**src/rtl/sram_port_arbiter.sv**
```systemverilog
// Two-requester arbiter for the shared frame SRAM: camera writes have priority, the processing
// engine gets a slot after at most CAM_BURST_MAX camera grants, and can lock the port for RMW.
module sram_port_arbiter #(
  parameter int unsigned ADDR_W        = 18,
  parameter int unsigned DATA_W        = 32,
  parameter int unsigned CAM_BURST_MAX = 16
) (
  input  logic              clk,
  input  logic              rst_n,
  input  logic              cam_req,
  input  logic [ADDR_W-1:0] cam_addr,
  input  logic [DATA_W-1:0] cam_wdata,
  output logic              cam_ack,
  input  logic              proc_req,
  input  logic              proc_we,
  input  logic              proc_lock,
  input  logic [ADDR_W-1:0] proc_addr,
  input  logic [DATA_W-1:0] proc_wdata,
  output logic              proc_ack,
  output logic [DATA_W-1:0] proc_rdata,
  output logic              proc_rvalid,
  output logic              mem_en,
  output logic              mem_we,
  output logic [ADDR_W-1:0] mem_addr,
  output logic [DATA_W-1:0] mem_wdata,
  input  logic [DATA_W-1:0] mem_rdata,
  output logic [1:0]        owner
);

  typedef enum logic [1:0] {
    StIdle       = 2'd0,
    StCam        = 2'd1,
    StProc       = 2'd2,
    StProcLocked = 2'd3
  } owner_e;

  localparam logic [7:0] BurstMax = 8'(CAM_BURST_MAX);

  owner_e     state_q, state_d;
  logic [7:0] run_cnt_q, run_cnt_d;
  logic       cam_acc, proc_acc;
  logic       rd_p1_q, rd_p2_q;

  // Grant decode: lock beats everything, then the starvation guard, then camera priority.
  always_comb begin
    cam_ack  = 1'b0;
    proc_ack = 1'b0;
    if (state_q == StProcLocked) begin
      proc_ack = proc_req;
    end else if (proc_req && (run_cnt_q == BurstMax)) begin
      proc_ack = 1'b1;
    end else begin
      cam_ack  = cam_req;
      proc_ack = proc_req && !cam_req;
    end
  end

  assign cam_acc  = cam_req && cam_ack;
  assign proc_acc = proc_req && proc_ack;

  always_comb begin
    run_cnt_d = run_cnt_q;
    if (proc_acc || !proc_req) begin
      run_cnt_d = 8'd0;
    end else if (cam_acc && (run_cnt_q < BurstMax)) begin
      run_cnt_d = run_cnt_q + 8'd1;
    end
  end

  always_comb begin
    state_d = StIdle;
    if (proc_acc) begin
      state_d = proc_lock ? StProcLocked : StProc;
    end else if (cam_acc) begin
      state_d = StCam;
    end else if ((state_q == StProcLocked) && proc_lock) begin
      state_d = StProcLocked;
    end
  end

  always_ff @(posedge clk or negedge rst_n) begin
    if (!rst_n) begin
      state_q   <= StIdle;
      run_cnt_q <= 8'd0;
    end else begin
      state_q   <= state_d;
      run_cnt_q <= run_cnt_d;
    end
  end

  assign owner = state_q;

  always_ff @(posedge clk or negedge rst_n) begin
    if (!rst_n) begin
      mem_en    <= 1'b0;
      mem_we    <= 1'b0;
      mem_addr  <= '0;
      mem_wdata <= '0;
    end else begin
      mem_en <= cam_acc || proc_acc;
      mem_we <= cam_acc || (proc_acc && proc_we);
      if (proc_acc) begin
        mem_addr  <= proc_addr;
        mem_wdata <= proc_wdata;
      end else if (cam_acc) begin
        mem_addr  <= cam_addr;
        mem_wdata <= cam_wdata;
      end
    end
  end

  // SRAM returns data one cycle after it samples mem_en, so capture lands two edges after accept.
  always_ff @(posedge clk or negedge rst_n) begin
    if (!rst_n) begin
      rd_p1_q     <= 1'b0;
      rd_p2_q     <= 1'b0;
      proc_rvalid <= 1'b0;
      proc_rdata  <= '0;
    end else begin
      rd_p1_q     <= proc_acc && !proc_we;
      rd_p2_q     <= rd_p1_q;
      proc_rvalid <= rd_p2_q;
      if (rd_p2_q) begin
        proc_rdata <= mem_rdata;
      end
    end
  end

endmodule

```
**config.mk**
```make
export PLATFORM = sky130hd
export DESIGN_NAME = sram_port_arbiter
export DESIGN_NICKNAME = d
export VERILOG_FILES = /design/src/rtl/sram_port_arbiter.sv
export SDC_FILE = /design/constraint.sdc
export NUM_CORES = 1
export LEC_CHECK = 0
export ABC_AREA = 1
export BUFFER_PORTS_ARGS = -buffer_cell sky130_fd_sc_hd__buf_4
export CORE_MARGIN = 4
export CORE_UTILIZATION = 45
export CTS_CLUSTER_DIAMETER = 200
export CTS_CLUSTER_SIZE = 12
export DETAILED_ROUTE_END_ITERATION = 8
export PLACE_DENSITY = 0.82
export RECOVER_POWER = 25
export SLEW_MARGIN = 30
export SYNTH_ARGS = -nofsm -noshare
export SYNTH_HDL_FRONTEND = slang
export SYNTH_SLANG_ARGS = --single-unit
export TNS_END_PERCENT = 100
```
**constraint.sdc**
```tcl
create_clock -name clk -period 2 [get_ports clk]
set_input_delay 0.3 -clock clk [delete_from_list [all_inputs] [get_ports clk]]
set_output_delay 0.3 -clock clk [all_outputs]
set_load 0.01 [all_outputs]
```
==> metrics, run 1 <==
post-route cell area 6196 sq um; final critical-path setup slack 105.6 ps; area of the mapped netlist 4166 sq um; Hold WC Path Type input pin to register; Resized Gates After CTS 0; top cells by area, synth sky130_fd_sc_hd__dfrtp_1 58%, sky130_fd_sc_hd__nand2_1 9.7%, sky130_fd_sc_hd__nand3_1 8.4%; Layout Skew 14.44 ps; area inside the core boundary 8848 sq um; final setup vio count 0; maximum level of the CTS H-tree 3; row count 34; critical path class register to output port; data arrival time of the critical path 1590 ps; initial antenna violation count 0; sum of overflow across all layers after global routing 0; synthesis-to-finish area growth 48.71%; Placed Instance Area 5973 sq um; post-synthesis cell count 438; worst slack at placement 299.1 ps; clock latency reported for the late side of the worst-skew pair 360 ps; final cycle utilization of the critical path 0.9472; standby leakage power 3.229 nW; required time of the worst setup path 1700 ps; Final GP Congestion 0.8086; via total after detailed routing 3899; MaxCap Viol Count 0; clock tree from TritonCTS done; initial core utilization 0.4709; Num CTS Buffers 9; via count of the first global-routing pass 3971; max-slew headroom at the worst pin 0.2614; most common library cell in the layout ignoring fill and taps sky130_fd_sc_hd__buf_4; Antenna diodes 0; type of element capturing the critical path output port; combinational family with the most area after synthesis simple AND/OR/NAND/NOR gates; share of post-route cells with drive strength above 1 0.4286; final hold violation count 0; Final Max Slew Viols 0; Yosys Warn Count 0; boundary pin count 227; post-synthesis compound-gate area fraction 0.02282; maximum fanout encountered on the critical timing path 5; power density over the cells 817.8 nW/um^2; PnR Total Power 5.067 mW; global-route wire length before repair 19.37 mm; All-Layer GR Usage 0.2210; Worst Tran Pin Value 1108 ps; die outline area 10860 sq um; run status complete, no violations; sequential cell area fraction in the yosys report 0.5826; maximum vdd drop 0.4006 mV; fraction of the mapped netlist area in simple logic gates 0.2381; die height 104.2 um; Post-Synth XOR/XNOR Area 0.002102; worst hold slack across all endpoints 95.41 ps; Critical Path Source Type register; flops & latches, synth 97; highest-count cells in the layout ignoring fill and taps 234 x sky130_fd_sc_hd__buf_4, 108 x sky130_fd_sc_hd__nand2_1, 97 x sky130_fd_sc_hd__dfrtp_1, 70 x sky130_fd_sc_hd__nand3_1, 46 x sky130_fd_sc_hd__nor2_1; area of the multi-input gates 1481 sq um; adder-cell share of the synthesized area 0.006006; total of fill cells in the finished design 696; CTS root buf sky130_fd_sc_hd__clkbuf_8; clk sinks 97; cell taking the most area after synthesis sky130_fd_sc_hd__dfrtp_1; sequential cell area 2427 sq um; number of antenna-violating nets in the routed design 0; clock slew at reported path FFs 100 ps; final critical-path required period 1894 ps; overall routed net length 12.04 mm; die width 104.2 um; post-DR vias/cell 4.999; net count after synthesis 578; mux contribution to synthesized area 0.08649; share of the synthesized area in the top cell type 0.5826; final-stage net count 807; hpwl dp 9.363 mm; highest clock frequency the design can meet 527.9 MHz; Distinct cells, synth 21; number of buffers on the longest clock path 2; average cell area after synthesis 9.513 sq um; pin count of the biggest net entering global routing 45; Routed WL per cell 15.43 um; number of iterations in the first detailed-routing pass 4; residual DRC count 0; Port Buffers 226; initial detailed-routing violation count 173
where the power goes:
part           internal (mW)  total [mW]  switching, mW
registers               2.25        2.42          0.168
logic                  0.756        1.38          0.623
clock network          0.579        1.27          0.689
through the flow:
| step | cells | setup TNS [ps] | util |
|---|---|---|---|
| 2_1_floorplan | 438 | 0 | - |
| 3_3_place_gp | 760 | 0 | 0.6751 |
| 3_5_place_dp | 760 | 0 | 0.6751 |
| 4_1_cts | 777 | 0 | 0.6982 |
| 5_1_grt | 780 | -12.08 | 0.7002 |
| 6_report | 780 | 0 | 0.7002 |
cells in the mapped netlist:
master                     instances
sky130_fd_sc_hd__buf_6             4
sky130_fd_sc_hd__a21oi_1           2
sky130_fd_sc_hd__mux2_2           29
sky130_fd_sc_hd__nand2_1         108
sky130_fd_sc_hd__nand2_4           2
sky130_fd_sc_hd__clkinv_1          1
sky130_fd_sc_hd__xor2_1            1
sky130_fd_sc_hd__o21ai_0          17
sky130_fd_sc_hd__dfrtp_1          97
sky130_fd_sc_hd__inv_2             1
sky130_fd_sc_hd__nand4_1           4
sky130_fd_sc_hd__buf_4             3
sky130_fd_sc_hd__buf_2            11
sky130_fd_sc_hd__nand2_2           1
sky130_fd_sc_hd__ha_1              2
sky130_fd_sc_hd__mux2_1            3
sky130_fd_sc_hd__clkbuf_1          4
sky130_fd_sc_hd__nor2_1           46
sky130_fd_sc_hd__inv_1            30
sky130_fd_sc_hd__nand3_1          70
sky130_fd_sc_hd__nor3_1            2
per-layer routing:
layer  global-route usage  up-vias  share of wire  wire, um
met5                    0        -              0         0
met2               0.4011      175           0.52      6202
met1               0.2625     1835           0.40      4815
met4              0.06078        0          0.012       147
li1                     -     1871              -         -
met3              0.05028       18          0.073       873
worst max-delay path, stage by stage (launching register included):
cell	delay (ps)
sky130_fd_sc_hd__dfrtp_1	410
sky130_fd_sc_hd__inv_1	100
sky130_fd_sc_hd__ha_1	160
sky130_fd_sc_hd__nand2_1	70
sky130_fd_sc_hd__nor2_1	100
sky130_fd_sc_hd__nand2_1	120
sky130_fd_sc_hd__nand2_4	120
sky130_fd_sc_hd__inv_2	40
sky130_fd_sc_hd__buf_4	140
registers in the layout, summed over array words and instances, names as in the netlist:
register,cells
rd_p1_q,1
owner,2
mem_en,1
mem_wdata,32
run_cnt_q,8
mem_we,1
proc_rvalid,1
mem_addr,18
rd_p2_q,1
proc_rdata,32
worst paths after layout:
| check | start | to | slack (ps) | depth (start not counted) |
|---|---|---|---|---|
| min reg2reg | rd_p1_q | rd_p2_q | 360 | 0 |
| max | run_cnt_q[0] | cam_ack | 110 | 8 |
| max reg2reg | run_cnt_q[0] | mem_wdata[3] | 320 | 9 |
| max in group asynchronous | rst_n | run_cnt_q[7] | 500 | 3 |
| min | proc_we | rd_p1_q | 100 | 2 |
| min in group asynchronous | rst_n | mem_addr[11] | 670 | 2 |
logic make-up (layout without fill, tap and decap cells):
group / after synthesis / in the layout
AOI/OAI and AO/OA: 19 / 19
xor gates and xnor gates: 1 / 1
adders and majority gates: 2 / 2
buffers and inverters: 54 / 288
DFF: 97 / 97
muxes: 32 / 32
and+or+nand+nor: 233 / 233
layout make-up:
class | instances | share of cell area
flip-flops and latches | 97 | 0.3918
clock buffers | 9 | 0.01999
clock inverters | 7 | 0.01151
multi-input cells | 287 | 0.2391
well taps | 108 | 0.02181
inverters | 32 | 0.01939
repair buffers | 240 | 0.2964
what timing repair did:
action | 4_1_cts | 5_1_grt
hold buffers | 1 | 0
setup buffers | 0 | 3
setup endpoints to repair | 0 | 2
endpoints found under the hold margin | 41 | 0
No activity file was read; power rests on OpenSTA's default activity.
==> run 2, diff against run 1 <==
--- a/config.mk
+++ b/config.mk
@@ -8,11 +8,12 @@
 export ABC_AREA = 1
 export BUFFER_PORTS_ARGS = -buffer_cell sky130_fd_sc_hd__buf_4
 export CORE_MARGIN = 4
-export CORE_UTILIZATION = 45
+export CORE_UTILIZATION = 46
+export CTS_BUF_LIST = sky130_fd_sc_hd__clkbuf_4
 export CTS_CLUSTER_DIAMETER = 200
 export CTS_CLUSTER_SIZE = 12
 export DETAILED_ROUTE_END_ITERATION = 8
-export PLACE_DENSITY = 0.82
+export PLACE_DENSITY = 0.83
 export RECOVER_POWER = 25
 export SLEW_MARGIN = 30
 export SYNTH_ARGS = -nofsm -noshare
==> run 2 against run 1 <==
  * Global-route usage is 0.33 points lower
  * Clock power is 17% lower
  * Via count is 1.2% higher
  * Largest power group unchanged
  * Combinational power is 3% higher
  * Final area is 0.69% higher
  * Largest cell class unchanged
  * Clock skew is 13 ps higher
  * Count of clock-buffer cells in the layout is 1 higher
  * First-iteration DRC count is 18% lower
  * Critical path depth is 1 lower
  * Sequential cell count stayed put
  * Non-clock buffer count is 5 higher
  * Register-to-register slack worse by 180 ps
==> metrics, run 2 (synthesized netlist as in run 1, its figures left out) <==
final setup vio count 0 (unchanged); fraction of the core area covered by cells at the end of the flow 0.7119 (+0.01165); MaxCap Viol Count 0 (unchanged); maximum level of the CTS H-tree 3 (unchanged); Hold Crit Endpoint owner[1]; maximum vdd drop 0.3610 mV (-9.9%); standby leakage power 3.244 nW (+0.48%); Final GP Congestion 0.8372 (+3.5%); required time of the worst setup path 1700 ps (about the same); accumulated negative setup slack 0 ps (unchanged); final-stage net count 812 (+0.62%); stage delay of the slowest cell on the critical path 500 ps (+90 ps); Finished Layout Cells 785 (+0.64%); number of placed instances, taps included 761 (+0.13%); type of element capturing the critical path output port; row count 34 (unchanged); Routed WL per cell 15.57 um (+0.88%); portion of total power attributed to sequential cells 0.495 (+0.017); pin count of the biggest net entering global routing 45 (unchanged); most common library cell in the layout ignoring fill and taps sky130_fd_sc_hd__buf_4; All-Layer GR Usage 0.2177 (-0.003327); Reg2Reg Setup Slack 140 ps (-180 ps); CP max stage cell sky130_fd_sc_hd__dfrtp_1; Crit path max-delay family flip-flops; Final Max Slew Viols 0 (unchanged); residual DRC count 0 (unchanged); die width 103.2 um (-1.0%); hpwl dp 9.463 mm (+1.1%); max-slew headroom at the worst pin 0.4566 (+0.1953); Port Buffers 226 (unchanged); Placed Instance Area 5993 sq um (+0.34%); share of post-route cells with drive strength above 1 0.4387 (+0.01013); final critical-path required period 1941 ps (+47.15 ps); number of antenna-violating nets in the routed design 0 (unchanged); Hold WC Path Type input pin to register; via count of the first global-routing pass 3923 (-1.2%); Critical Path Source Type register; boundary pin count 227 (unchanged); number of cells on the worst hold path 3 (+1); total of fill cells in the finished design 681 (-2.2%); sum of overflow across all layers after global routing 0 (unchanged); die height 103.2 um (-1.0%); clock latency reported for the late side of the worst-skew pair 430 ps (+70 ps); number of iterations in the first detailed-routing pass 4 (unchanged); maximum fanout encountered on the critical timing path 7 (+2); area of the multi-input gates 1515 sq um (+2.3%); PnR Total Power 4.886 mW (-3.6%); Layout Skew 27.77 ps (+13.34 ps); P_sw 1.451 mW (-2.0%); clock tree from TritonCTS done; Num CTS Buffers 9 (unchanged); cell breakdown of the critical path inv_1 -> nand2_1 -> nor2_2 -> nand2_2 -> nand2_4 -> clkinv_8 -> buf_6; overall routed net length 12.22 mm (+1.5%); RSZ-0062 raised after global routing true; global-route wire length before repair 18.19 mm (-6.1%); final cycle utilization of the critical path 0.9707 (+0.02357); final critical-path setup slack 58.50 ps (-47.15 ps); Worst R2R Path Depth 10 (+1); critical path class register to output port; initial core utilization 0.4754 (+0.004572); number of buffers on the longest clock path 2 (unchanged); highest-count cells in the layout ignoring fill and taps 234 x sky130_fd_sc_hd__buf_4, 106 x sky130_fd_sc_hd__nand2_1, 97 x sky130_fd_sc_hd__dfrtp_1, 70 x sky130_fd_sc_hd__nand3_1, 45 x sky130_fd_sc_hd__nor2_1; sequential cell area 2427 sq um (unchanged); highest clock frequency the design can meet 515.1 MHz (-2.4%); fraction of power consumed by the clock network 0.215 (-0.035); initial detailed-routing violation count 141 (-18%); Logic pwr share 0.290 (+0.018); initial antenna violation count 0 (unchanged); clock slew at reported path FFs 160 ps (+60 ps); worst hold slack across all endpoints 60.16 ps (-35.25 ps); internal power 3.434 mW (-4.2%); synthesis-to-finish area growth 49.73%; worst slack at placement 189.7 ps (-109.4 ps); Critical path buffers and inverters 3 (unchanged); registers with the highest flip-flop counts mem_wdata x32, proc_rdata x32, mem_addr x18; die outline area 10640 sq um (-2.0%); startpoint of the tightest hold check path proc_lock; power density over the cells 783.2 nW/um^2 (-4.2%); CTS root buf sky130_fd_sc_hd__clkbuf_4; via total after detailed routing 3945 (+1.2%); post-route cell area 6238 sq um (+0.69%); switching fraction of total power 0.2971 (+0.004903); data arrival time of the critical path 1640 ps (+50 ps); endpoint of the lowest-slack register-to-register path mem_wdata[30]; reg2reg start run_cnt_q[2]; run status complete, no violations; Antenna diodes 0 (unchanged); post-DR vias/cell 5.025 (+0.54%); clk sinks 97 (unchanged); final hold violation count 0 (unchanged); Worst Tran Pin Value 815.0 ps (-292.9 ps); area inside the core boundary 8763 sq um (-0.96%)
-- run 2: changes by cell type in the layout (fill, tap and decap cells not counted), sizes merged --
cell	before	now
inv	31	32
buf	237	238
clkbuf	11	15
dlygate4sd3	1	2
clkinv	7	5
-- run 2: final cells by class --
cell class	count	share of cell area
Multi-Input combinational cell	287	0.2429
Clock inverter	6	0.01063
Clock buffer	10	0.01203
Inverter	32	0.02126
Tap cell	108	0.02166
Timing Repair Buffer	245	0.3024
Sequential cell	97	0.3891
-- run 2: power groups by stage --
| stage | Sequential [mW] | Clock, mW | Combinational, mW |
|---|---|---|---|
| 4_1_cts | 2.42 | 1.08 | 1.41 |
| 3_5_place_dp | 2.46 | 0 | 1.40 |
| 6_report | 2.42 | 1.05 | 1.42 |
| 2_1_floorplan | 2.57 | 0 | 0.421 |
| 5_1_grt | 2.45 | 1.16 | 1.55 |
| 3_3_place_gp | 2.44 | 0 | 1.37 |
-- run 2: per-layer routing --
metal / track usage / part of all wire
met2: 0.3744 / 0.50
met4: 0.08865 / 0.027
met1: 0.2665 / 0.38
met5: 0 / 0
met3: 0.04695 / 0.090
-- run 2: worst max path at each step --
stage                          to          from  slack [ps]  depth (start not counted)
floorplan                 cam_ack  run_cnt_q[1]         520                          8
global placement    mem_wdata[15]  run_cnt_q[1]         280                         10
detailed placement  mem_wdata[30]  run_cnt_q[0]         190                         10
CTS                       cam_ack  run_cnt_q[0]           2                          8
global route              cam_ack  run_cnt_q[1]         -30                          8
finish                    cam_ack  run_cnt_q[2]          60                          7
-- run 2: what timing repair did --
| action | in CTS | in global routing |
|---|---|---|
| endpoints found under the setup margin | 2 | 18 |
| gates resized for setup | 4 | 10 |
| hold endpoints to repair | 32 | 0 |
| hold buffers | 2 | 0 |
| cloned | 0 | 1 |
| setup buffers | 3 | 2 |
| pin swaps | 1 | 3 |
-- run 2: tightest hold or removal path, stage by stage --
cell and delay (ps):
sky130_fd_sc_hd__buf_4 80, sky130_fd_sc_hd__nand2_1 40, sky130_fd_sc_hd__nand2_1 50
